## src/rtl/stack_pkg.sv

```systemverilog
// stack_pkg: shared encodings for the param_stack LIFO.
package stack_pkg;

  localparam logic [1:0] OP_POP     = 2'b00;
  localparam logic [1:0] OP_PUSH    = 2'b01;
  localparam logic [1:0] OP_PEEK    = 2'b10;
  localparam logic [1:0] OP_REPLACE = 2'b11;

  localparam int ERR_OVF = 0;
  localparam int ERR_UNF = 1;

endpackage

```

## src/rtl/stack_mem.sv

```systemverilog
// stack_mem: DEPTH x WIDTH register file, one synchronous write port and
// one combinational read port. Contents are never reset.
module stack_mem #(
  parameter int WIDTH = 16,
  parameter int DEPTH = 8,
  parameter int AW    = 3
) (
  input  logic             clk,
  input  logic             we_i,
  input  logic [AW-1:0]    waddr_i,
  input  logic [WIDTH-1:0] wdata_i,
  input  logic [AW-1:0]    raddr_i,
  output logic [WIDTH-1:0] rdata_o
);

  logic [WIDTH-1:0] mem_q [DEPTH];

  // write port; the read below sees the old word in the same cycle
  always_ff @(posedge clk) begin
    if (we_i) mem_q[waddr_i] <= wdata_i;
  end

  assign rdata_o = mem_q[raddr_i];

endmodule

```

## src/rtl/param_stack.sv

```systemverilog
// param_stack: parametrised LIFO with POP/PUSH/PEEK/REPLACE and occupancy count.
// Optional sticky overflow/underflow flags with clear input when STACK_ERR_EN
// is defined.
module param_stack
  import stack_pkg::*;
#(
  parameter int  WIDTH = 16,
  parameter int  DEPTH = 8,
  localparam int CNT_W = $clog2(DEPTH + 1)
) (
  input  logic             clk,
  input  logic             rst,
`ifdef STACK_ERR_EN
  input  logic             err_clr,
  output logic [1:0]       error,
`endif
  input  logic             enable,
  input  logic [1:0]       operation,
  input  logic [WIDTH-1:0] data_in,
  output logic [WIDTH-1:0] data_out,
  output logic             full,
  output logic             empty,
  output logic [CNT_W-1:0] count
);

  localparam int AW = (DEPTH > 1) ? $clog2(DEPTH) : 1;

  logic [CNT_W-1:0] sp_q, sp_d;
  logic [WIDTH-1:0] dout_q, dout_d;
  logic [CNT_W-1:0] top_idx;
  logic [CNT_W-1:0] waddr_full;
  logic             we;
  logic [WIDTH-1:0] rdata;

  assign top_idx = sp_q - CNT_W'(1);
  assign full    = (sp_q == CNT_W'(DEPTH));
  assign empty   = (sp_q == '0);
  assign count   = sp_q;
  assign data_out = dout_q;

  stack_mem #(
    .WIDTH (WIDTH),
    .DEPTH (DEPTH),
    .AW    (AW)
  ) u_mem (
    .clk     (clk),
    .we_i    (we && !rst),
    .waddr_i (waddr_full[AW-1:0]),
    .wdata_i (data_in),
    .raddr_i (top_idx[AW-1:0]),
    .rdata_o (rdata)
  );

  // operation decode: pointer, write strobe and read-data next state
  always_comb begin
    sp_d       = sp_q;
    dout_d     = dout_q;
    we         = 1'b0;
    waddr_full = sp_q;
    if (enable) begin
      case (operation)
        OP_PUSH: begin
          if (!full) begin
            we   = 1'b1;
            sp_d = sp_q + CNT_W'(1);
          end
        end
        OP_POP: begin
          if (!empty) begin
            dout_d = rdata;
            sp_d   = top_idx;
          end
        end
        OP_PEEK: begin
          if (!empty) dout_d = rdata;
        end
        default: begin // OP_REPLACE; on an empty stack it is a plain push
          we = 1'b1;
          if (empty) begin
            sp_d = sp_q + CNT_W'(1);
          end else begin
            waddr_full = top_idx;
            dout_d     = rdata;
          end
        end
      endcase
    end
  end

  // pointer and read-data registers
  always_ff @(posedge clk) begin
    if (rst) begin
      sp_q   <= '0;
      dout_q <= '0;
    end else begin
      sp_q   <= sp_d;
      dout_q <= dout_d;
    end
  end

`ifdef STACK_ERR_EN
  logic [1:0] err_q, err_d;

  // sticky flags; a new event in the clearing cycle still sets its bit
  always_comb begin
    err_d = err_q;
    if (err_clr) err_d = '0;
    if (enable && (operation == OP_PUSH) && full) err_d[ERR_OVF] = 1'b1;
    if (enable && ((operation == OP_POP) || (operation == OP_PEEK)) && empty)
      err_d[ERR_UNF] = 1'b1;
  end

  // error flag register
  always_ff @(posedge clk) begin
    if (rst) err_q <= '0;
    else     err_q <= err_d;
  end

  assign error = err_q;
`endif

endmodule

```

## config.mk

```make
export PLATFORM = sky130hd
export DESIGN_NAME = param_stack
export DESIGN_NICKNAME = d
export VERILOG_FILES = /design/src/rtl/stack_pkg.sv /design/src/rtl/stack_mem.sv /design/src/rtl/param_stack.sv
export SDC_FILE = /design/constraint.sdc
export NUM_CORES = 1
export LEC_CHECK = 0
export CORE_MARGIN = 10
export CORE_UTILIZATION = 50
export DETAILED_ROUTE_END_ITERATION = 8
export PLACE_DENSITY_LB_ADDON = 0.2
export REMOVE_ABC_BUFFERS = 1
export SYNTH_ARGS = -nofsm -noshare
export SYNTH_HDL_FRONTEND = slang
export SYNTH_SLANG_ARGS = --single-unit
```

## constraint.sdc

```tcl
create_clock -name clk -period 7.8 [get_ports clk]
set_clock_uncertainty 0.2 [all_clocks]
set_input_delay 0.78 -clock clk [delete_from_list [all_inputs] [get_ports clk]]
set_output_delay 0.78 -clock clk [all_outputs]
set_load 0.01 [all_outputs]
```

---- After elaboration in Yosys (flattened, before gate mapping) ----
Memories as Yosys holds them, arrays and structs flattened. A register that Yosys moved wholly into a read port is not among the register bits.
Cells that the tools add are included.
word-level totals
  register bits ........................... 4
  bits in writable memories ............... 128
  input port bits ......................... 21
  output and inout port bits .............. 22
  word-level logic and storage cells ...... 31
  memories ................................ 1
memories
  name         depth  bits a word  read ports  clocked after Yosys merged registers in  write ports  RTL line         source
  u_mem.mem_q  8      16           1           1                                        1            stack_mem.sv:16  logic [WIDTH-1:0] mem_q [DEPTH];
operators by class
  $add $sub $neg .......................... 2
  eq/ne operators ......................... 4
  multiplexer cells ....................... 11
  bitwise operators ....................... 3
  reductions and logical operators ........ 9
operators with widths
  cell                 count
  $mux 4               3
  $pmux 4 s3           1
  $mux 3               2
  $add 4x1->4 const B  1
  $eq 4x4->1 const B   1
  $logic_not 4->1      1
  $mux 1               4
  $reduce_and 4->1     1
  $sub 4x1->4 const B  1
  $not 1->1            3
  $reduce_and 3->1     1
  $reduce_bool 3->1    1
  $reduce_or 3->1      1
  $eq 2x1->1 const B   1
  $eq 2x2->1 const B   1
  $logic_not 2->1      1
  $ne 2x2->1 const B   1
  $pmux 1 s2           1
  $reduce_or 2->1      1
  $logic_and 1x1->1    1
  $logic_not 1->1      1

---- Depth between registers and ports, before layout ----
  word-level depth ........................ 7
  depth in mapped cells ................... 10
  gate-level depth less buffers ........... 7

---- Cells and area by module ----
From an unflattened synthesis, not the netlist that was laid out.
second synthesis, totals
  cell total of the unflattened synthesis .. 307
  area total of the unflattened synthesis .. 5999.5 um2
by module, submodules not included
  module       instances  cells each  area each (um2)  seq. area each (um2)
  stack_mem    1          198         4973.5           3843.7
  param_stack  1          109         1026.0           400.4

---- Worst setup path after synthesis ----
OpenSTA, ideal clock, no wires.
  kind .................................... flip-flop to flip-flop
  start point ............................. register sp_q[0] (netlist: count[0])
  end point ............................... memory u_mem.mem_q[4][0], enable pin
  library setup time ...................... 0.409 ns
  arrival time ............................ 2.862 ns
  data required time ...................... 7.191 ns
  path slack .............................. 4.329 ns
  stages on the path, launching flop included .. 9
  path buffers ............................ 2
  clock period less this slack ............ 3.471 ns
  cells stage by stage .................... dfxtp_1 > buf_2 > inv_1 > ha_1 > clkbuf_1 > and3b_1 > a21oi_1 > a32oi_1 > nor3_1
on the way
  longest elaborated chain between the ends .. 7
  elaborated cells between the ends (all ways) .. 12
  classes of those cells .................. 1 x add/sub; 1 x eq/ne; 8 x mux; 2 x reduce/logical
RTL lines
  item                          RTL line           source
  start, declared               param_stack.sv:28  logic [CNT_W-1:0] sp_q, sp_d;
  start signal, assigned        param_stack.sv:96  sp_q <= sp_d;
  $eq 4x4->1                    param_stack.sv:36  assign full = (sp_q == CNT_W'(DEPTH));
  named net full                param_stack.sv:21  output logic full,
  $mux 1                        param_stack.sv:63  if (!full) begin
  $pmux 1 s2                    param_stack.sv:61  case (operation)
  $mux 1                        param_stack.sv:60  if (enable) begin
  $logic_and 1x1->1             param_stack.sv:47  .we_i (we && !rst),
  $mux 1                        stack_mem.sv:20    if (we_i) mem_q[waddr_i] <= wdata_i;
  $mux 1 (not written as such)  stack_mem.sv:20
  end, declared                 stack_mem.sv:16
The timed path passes the listed nets, and every way through them passes these cells.

---- Final worst setup path ----
  start point ............................. register sp_q[0] (netlist: count[0])
  end point ............................... memory u_mem.mem_q[4][7], enable pin
on the way
  longest elaborated chain between the ends .. 7
  elaborated cells between the ends (all ways) .. 12
  classes of those cells .................. 1 x add/sub; 1 x eq/ne; 8 x mux; 2 x reduce/logical
RTL lines
  item                          RTL line
  $eq 4x4->1                    param_stack.sv:36
  $mux 1                        param_stack.sv:63
  $pmux 1 s2                    param_stack.sv:61
  $mux 1                        param_stack.sv:60
  $logic_and 1x1->1             param_stack.sv:47
  $mux 1                        stack_mem.sv:20
  $mux 1 (not written as such)  stack_mem.sv:20
Several ways; a longest one is shown, not always the timed one.

==> out/summary.txt <==
status: completed
clk buf depth: 2
most common cell after layout, fill and taps aside: edfxtp_1
WHS Path Cells: 2
Post-CTS Setup Bufs: 0
area grow syn2layout: 21.6%
WP data required: 7.71 ns
total wire length: 11500 µm
maximum VDD drop: 0.000145 V
first-pass GRT wire length: 18300 µm
Startpoint Class: flip-flop
ratio of cells with drive above 1 in the final layout: 0.260
htree depth: 4
CTS Hold Bufs: 0
Tightest Hold Check Type: flip-flop to flip-flop
Critical R2R Capture: u_mem.mem_q[4][7]
Syn Std Cell Area: 0.00591 mm²
Fillers: 821
Clock Tree Root: clkbuf_16
WL/cell: 22.1 µm
Antenna Cells: 0
reg2reg start: count[0]
CTS sink cnt: 148
total grt overflow: 0
Hold Path Sink: data_out[11]
Hold Path Origin: data_out[11]
Tightest Pin Transition: 0.899 ns
final setup violation count: 0
sw frac: 0.219
reported net switching power: 452 µW
DP HPWL: 6730 µm
Port-buffer cells: 42
gate count after technology mapping: 312
DRT antenna net count: 0
Tot Pwr: 2.06 mW
initial antenna violation count: 0
area of the multi-input gates: 0.00159 mm²
FF-to-FF setup slack: 3.94 ns
Slew Limit Headroom: 0.401
starting density of the core: 0.513
TritonCTS clock tree: yes
RSZ-0062 raised after global routing: no
Detailed Routing Iterations Pass 1: 5
final cycle utilization of the critical path: 0.494
via count: 3044
GP Congestion: 0.788
Die Span Y: 129 µm
post-synthesis sequential area ratio: 0.718
Cell variety after synth: 40
# IOs: 43
fin. max-slew vios: 0
combinational power share: 0.138
die area: 0.0166 mm²
final instance area: 0.00718 mm²
worst setup path class: flip-flop to flip-flop
PwrDens: 287 mW/mm²
most frequent cells in the layout: 128 x edfxtp_1, 42 x clkdlybuf4s50_1, 32 x mux4_2
Synth Warn #: 0
number of remaining DRC errors: 0
Site Rows: 39
slack of the critical path: 3.94 ns
Setup TNS: 0 ns
pre-CTS setup slack: 3.89 ns
core area: 0.0115 mm²
Worst-path clk slew: 0.06 ns
critical-path maximum fanout: 40
vias per inst: 5.85
post_cts resized: 0
placed cell areas: 0.00654 mm²
max_cap viols: 0
post-synthesis area per instance: 18.9 µm²
nets: 387
Num CTS Buffers: 17
P_int: 1.61 mW
Final Hold Slack: 0.326 ns
P_leak: 2.34 nW
Crit. End Element: flip-flop
1st-iter DRT viols: 324
cell count of the worst reg-to-reg path: 6
pin count of the biggest net entering global routing: 41
worst endpoint data arrival time: 3.77 ns
sequential power share: 0.431
synthesis-stage register bit count: 148
vias in the first global route: 3221
endpoints failing hold: 0
Fmax: 259 MHz
min cycle time layout: 3.86 ns
Clock Power Share: 0.431
Die Width: 129 µm
GRT Total Usage: 0.148
FF/Latch Area: 0.00425 mm²
Skew-Pair Late Insertion Delay: 0.41 ns
## how the worst max path moves through the flow
stage	from	cells past startpoint	to
after detailed placement	count[0]	6	u_mem.mem_q[4][1]
after global placement	count[0]	6	u_mem.mem_q[4][15]
final	count[0]	6	u_mem.mem_q[4][7]
after global routing	count[0]	6	u_mem.mem_q[4][7]
after CTS	count[0]	6	u_mem.mem_q[4][7]
after floorplan	count[0]	4	u_mem.mem_q[4][0]
## final cells by class
type                       instances  area share
sequential                       148       0.591
clock inverter                    11      0.0289
inverter                           4     0.00226
clock buffer                      21      0.0613
timing repair buffer              54      0.0711
multi-input combinational        139       0.221
tap                              143      0.0249
## stage by stage
step           cells  utilization
6_report         520        0.624
5_1_grt          520        0.624
4_1_cts          520        0.624
3_5_place_dp     488        0.568
3_3_place_gp     488        0.568
2_1_floorplan    291            -
## synthesized netlist by cell type (all sizes together)
library cell  number  share of area
a21boi             2         0.0025
nor2b              1         0.0011
nand3              3         0.0025
o2111ai            1         0.0015
xor2               1         0.0028
a21oi              5         0.0042
and3b              1         0.0015
buf               12          0.012
a32oi              3         0.0044
inv                3         0.0019
a21o               2         0.0025
a211oi            16          0.034
or4                1         0.0013
nand3b             1         0.0013
edfxtp           128           0.65
mux4              32           0.12
dfxtp             20          0.068
mux2i             16          0.027
nand2              3         0.0019
o311ai             1         0.0015
a31oi              3         0.0032
a211o              1         0.0015
clkbuf             9         0.0057
o31a               1         0.0015
o21ai              3         0.0025
nor3              10         0.0085
and3               2         0.0021
a31o               2         0.0030
o32ai              1         0.0015
clkinv             1        0.00085
or3                1         0.0011
nand2b             2         0.0021
nor4bb             1         0.0017
or3b               1         0.0015
nor2              17          0.011
nand4b             1         0.0015
ha                 2         0.0042
o21a               2         0.0025
## layer usage
layer	vias to the layer above	share of wire	global-route usage
met5	-	0	0
met4	0	0.0057	0.0522
met3	4	0.080	0.0485
met2	113	0.47	0.219
met1	1544	0.44	0.201
li1	1383	-	-
## logic make-up (layout without fill, tap and decap cells)
family,Yosys count,after routing,synth area share
buffers and inverters,25,90,0.0203
adder cells (fa/ha/maj),2,2,0.00424
AO/OA/AOI/OAI,43,43,0.0663
AND/OR/NAND/NOR,45,45,0.0388
XOR/XNOR,1,1,0.00275
flip-flops,148,148,0.718
multiplexers,48,48,0.149
## power groups by stage
stage / clock (mW) / sequential, mW / combinational [mW]
2_1_floorplan: 0 / 0.923 / 0.170
3_3_place_gp: 0 / 0.906 / 0.286
3_5_place_dp: 0 / 0.906 / 0.290
4_1_cts: 0.904 / 0.890 / 0.291
5_1_grt: 0.936 / 0.891 / 0.311
6_report: 0.889 / 0.890 / 0.286
## flip-flops by register name, summed over array words and instances (netlist names)
register,flops
data_out,16
u_mem.mem_q,128
count,4
## critical path, cell delays in order, from the launching register on
cell and delay, ns:
dfxtp_2 0.31, buf_4 0.57, inv_1 0.15, ha_2 0.96, o21ai_1 0.35, nor3_2 0.70, buf_4 0.30
Note: power is estimated with default switching activity, not from simulation.
==> variant, RTL diff (config.mk and constraints unchanged) <==
Build with the macro `STACK_ERR_EN` defined.
--- a/src/rtl/param_stack.sv
+++ b/src/rtl/param_stack.sv
@@ -3,2 +3,4 @@
 // is defined.
+`define STACK_ERR_EN
+
 module param_stack
Ports: changed (added err_clr and error); port bits go from 43 to 46. No check against the original RTL was run, so the function may have changed too.
==> variant against the unedited design <==
  * Count of clock-buffer cells in the layout down 3
  * Area after synthesis increased by 0.15%
  * Setup slack lost 0.049 ns
  * Design area shrank 0.57%
  * Sequential share of layout area increased by 0.90 points
  * Maximum frequency decreased by 1.2%
  * Power is 9.5% lower
  * Wire length up 5.8%
  * Sequential cell count grew 2
  * Critical endpoint is now u_mem.mem_q[0][12]
==> variant: results (changes against the unedited design) <==
* Placed insts at 522 (+7.0%)
* Share of cells above drive strength 1 at 22.4% (-3.6 points)
* Overall routing resource usage at 15.4% (+0.69 points)
* GRT met3 Usage at 4.89% (+0.041 points)
* YS warnings at 0 (unchanged)
* Sequential area share after synthesis at 72.4% (+0.57 points)
* Vias/cell at 5.92 (+1.0%)
* CP Max Fanout at 43 (+7.5%)
* Rel. slew slack at 33.7% (-6.4 points)
* Total CTS buffers at 17 (unchanged)
* Htree depth at 4 (unchanged)
* Setup WS post-layout at 3.89 ns (-0.0486 ns)
* Final WL at 12200 um (+5.8%)
* Sequential cell area at 4290 um2 (+0.94%)
* Met1 Use GR at 19.8% (-0.22 points)
* Vias in the first global route at 3387 (+5.2%)
* Slowest stage delay, CP at 0.71 ns (-0.25 ns)
* Final GP Congestion at 0.816 (+3.6%)
* Initial detailed-routing violation count at 281 (-13%)
* Postcts setup bufs at 0 (unchanged)
* Critical Path AT at 3.82 ns (+0.05 ns)
* First-pass GRT wire length at 19100 um (+4.2%)
* Wirelength per Cell at 22.0 um (-0.66%)
* Status: completed
* Largest net degree at the start of global routing at 44 (+7.3%)
* Reg2reg end: u_mem.mem_q[0][12]
* Clock Path Buffers at 2 (unchanged)
* Met2 Usage GRT at 24.2% (+2.2 points)
* Peak supply drop at 187 uV (+29%)
* Post-synthesis xor/xnor area fraction at 0.296% (+0.021 points)
* Port bufs at 45 (+7.1%)
* Hpwl dp at 7200 um (+7.0%)
* Detailed-router iteration count before antenna repair at 5 (unchanged)
* Post-synthesis cell type count at 41 (+2.5%)
* Mux share of post-synthesis cell area at 12.7% (-2.2 points)
* Synth area leaders: edfxtp_1, mux4_2, dfxtp_1
* Antenna violations before repair at 0 (unchanged)
* Syn_area_per_cell at 17.3 um2 (-8.4%)
* Final nets at 422 (+9.0%)
* Commonest cells in the netlist: edfxtp_1, nand2_1, mux4_2
* Hold Crit Start: error[1]
* Compound-Gate Fraction of Synth Area at 5.18% (-1.4 points)
* Slowest stage cell, crit path: nor3_2
* Crit. End Element: flop
* Reg2Reg Depth at 9 (+3)
* # fillers at 848 (+3.3%)
* Placed Area at 6580 um2 (+0.65%)
* Leakage power at 2.26 nW (-3.2%)
* Area share of fa/ha/maj cells after synthesis at 0.423% (-0.00063 points)
variant: changes by cell type in the layout (fill, tap and decap cells not counted), moves of 3 or more:
cell             change
a211oi_2            -16
nand2_1             +33
inv_6                +3
clkinvlp_4           +3
bufinv_16            -5
clkdlybuf4s50_1      +3
a311oi_1            +16
o21ai_0              +5
nor2_1               +4
clkbuf_1             -4
or3_1                +3
a32oi_1              -3
mux2i_1             -15
variant: area by class of cell:
cell class | instances | share of cell area [%]
Clock inverter | 14 | 1.75
Clock buffer | 18 | 6.15
Tap cell | 143 | 2.50
Multi-Input combinational cell | 166 | 21.7
Timing Repair Buffer | 58 | 7.67
Inverter | 5 | 0.263
Sequential cell | 150 | 60.0
variant: logic make-up (layout without fill, tap and decap cells):
kind of cell | after synthesis | in the layout
DFF | 150 | 150
and+or+nand+nor | 87 | 87
AOI/OAI and AO/OA | 40 | 40
muxes | 35 | 35
buffers and inverters | 25 | 95
adders and majority gates | 2 | 2
xor gates and xnor gates | 2 | 2
variant: critical path, delay by kind of cell (launching register included):
kind,cells,cell delay (ns)
AND/OR/NAND/NOR,2,0.97
buffers and inverters,4,1.18
AO/OA/AOI/OAI,2,0.54
flip-flops,1,0.31
adder cells (fa/ha/maj),1,0.38
variant: through the flow:
step	hold WS, ns	power (mW)
4_1_cts	0.275	1.88
3_3_place_gp	0.254	1.12
6_report	0.273	1.87
5_1_grt	0.308	1.94
2_1_floorplan	0.283	1.03
3_5_place_dp	0.266	1.12
variant: metal layers:
layer	up-vias	part of all wire, %
li1	1479	-
met1	1683	45
met2	100	48
met4	0	1.3
met5	-	0
met3	15	5.7
variant: worst min path at each step:
stage	to	slack [ns]	cells after the start
final	error[1]	0.27	2
after global routing	error[0]	0.31	2
after floorplan	error[0]	0.28	2
after detailed placement	error[1]	0.27	2
after global placement	error[1]	0.25	2
after CTS	error[1]	0.28	2
variant: power by group:
group	total, mW	internal, mW	switching, mW
registers	0.896	0.887	0.00846
clock network	0.766	0.448	0.318
logic	0.206	0.0922	0.114
total	1.87	1.43	0.440
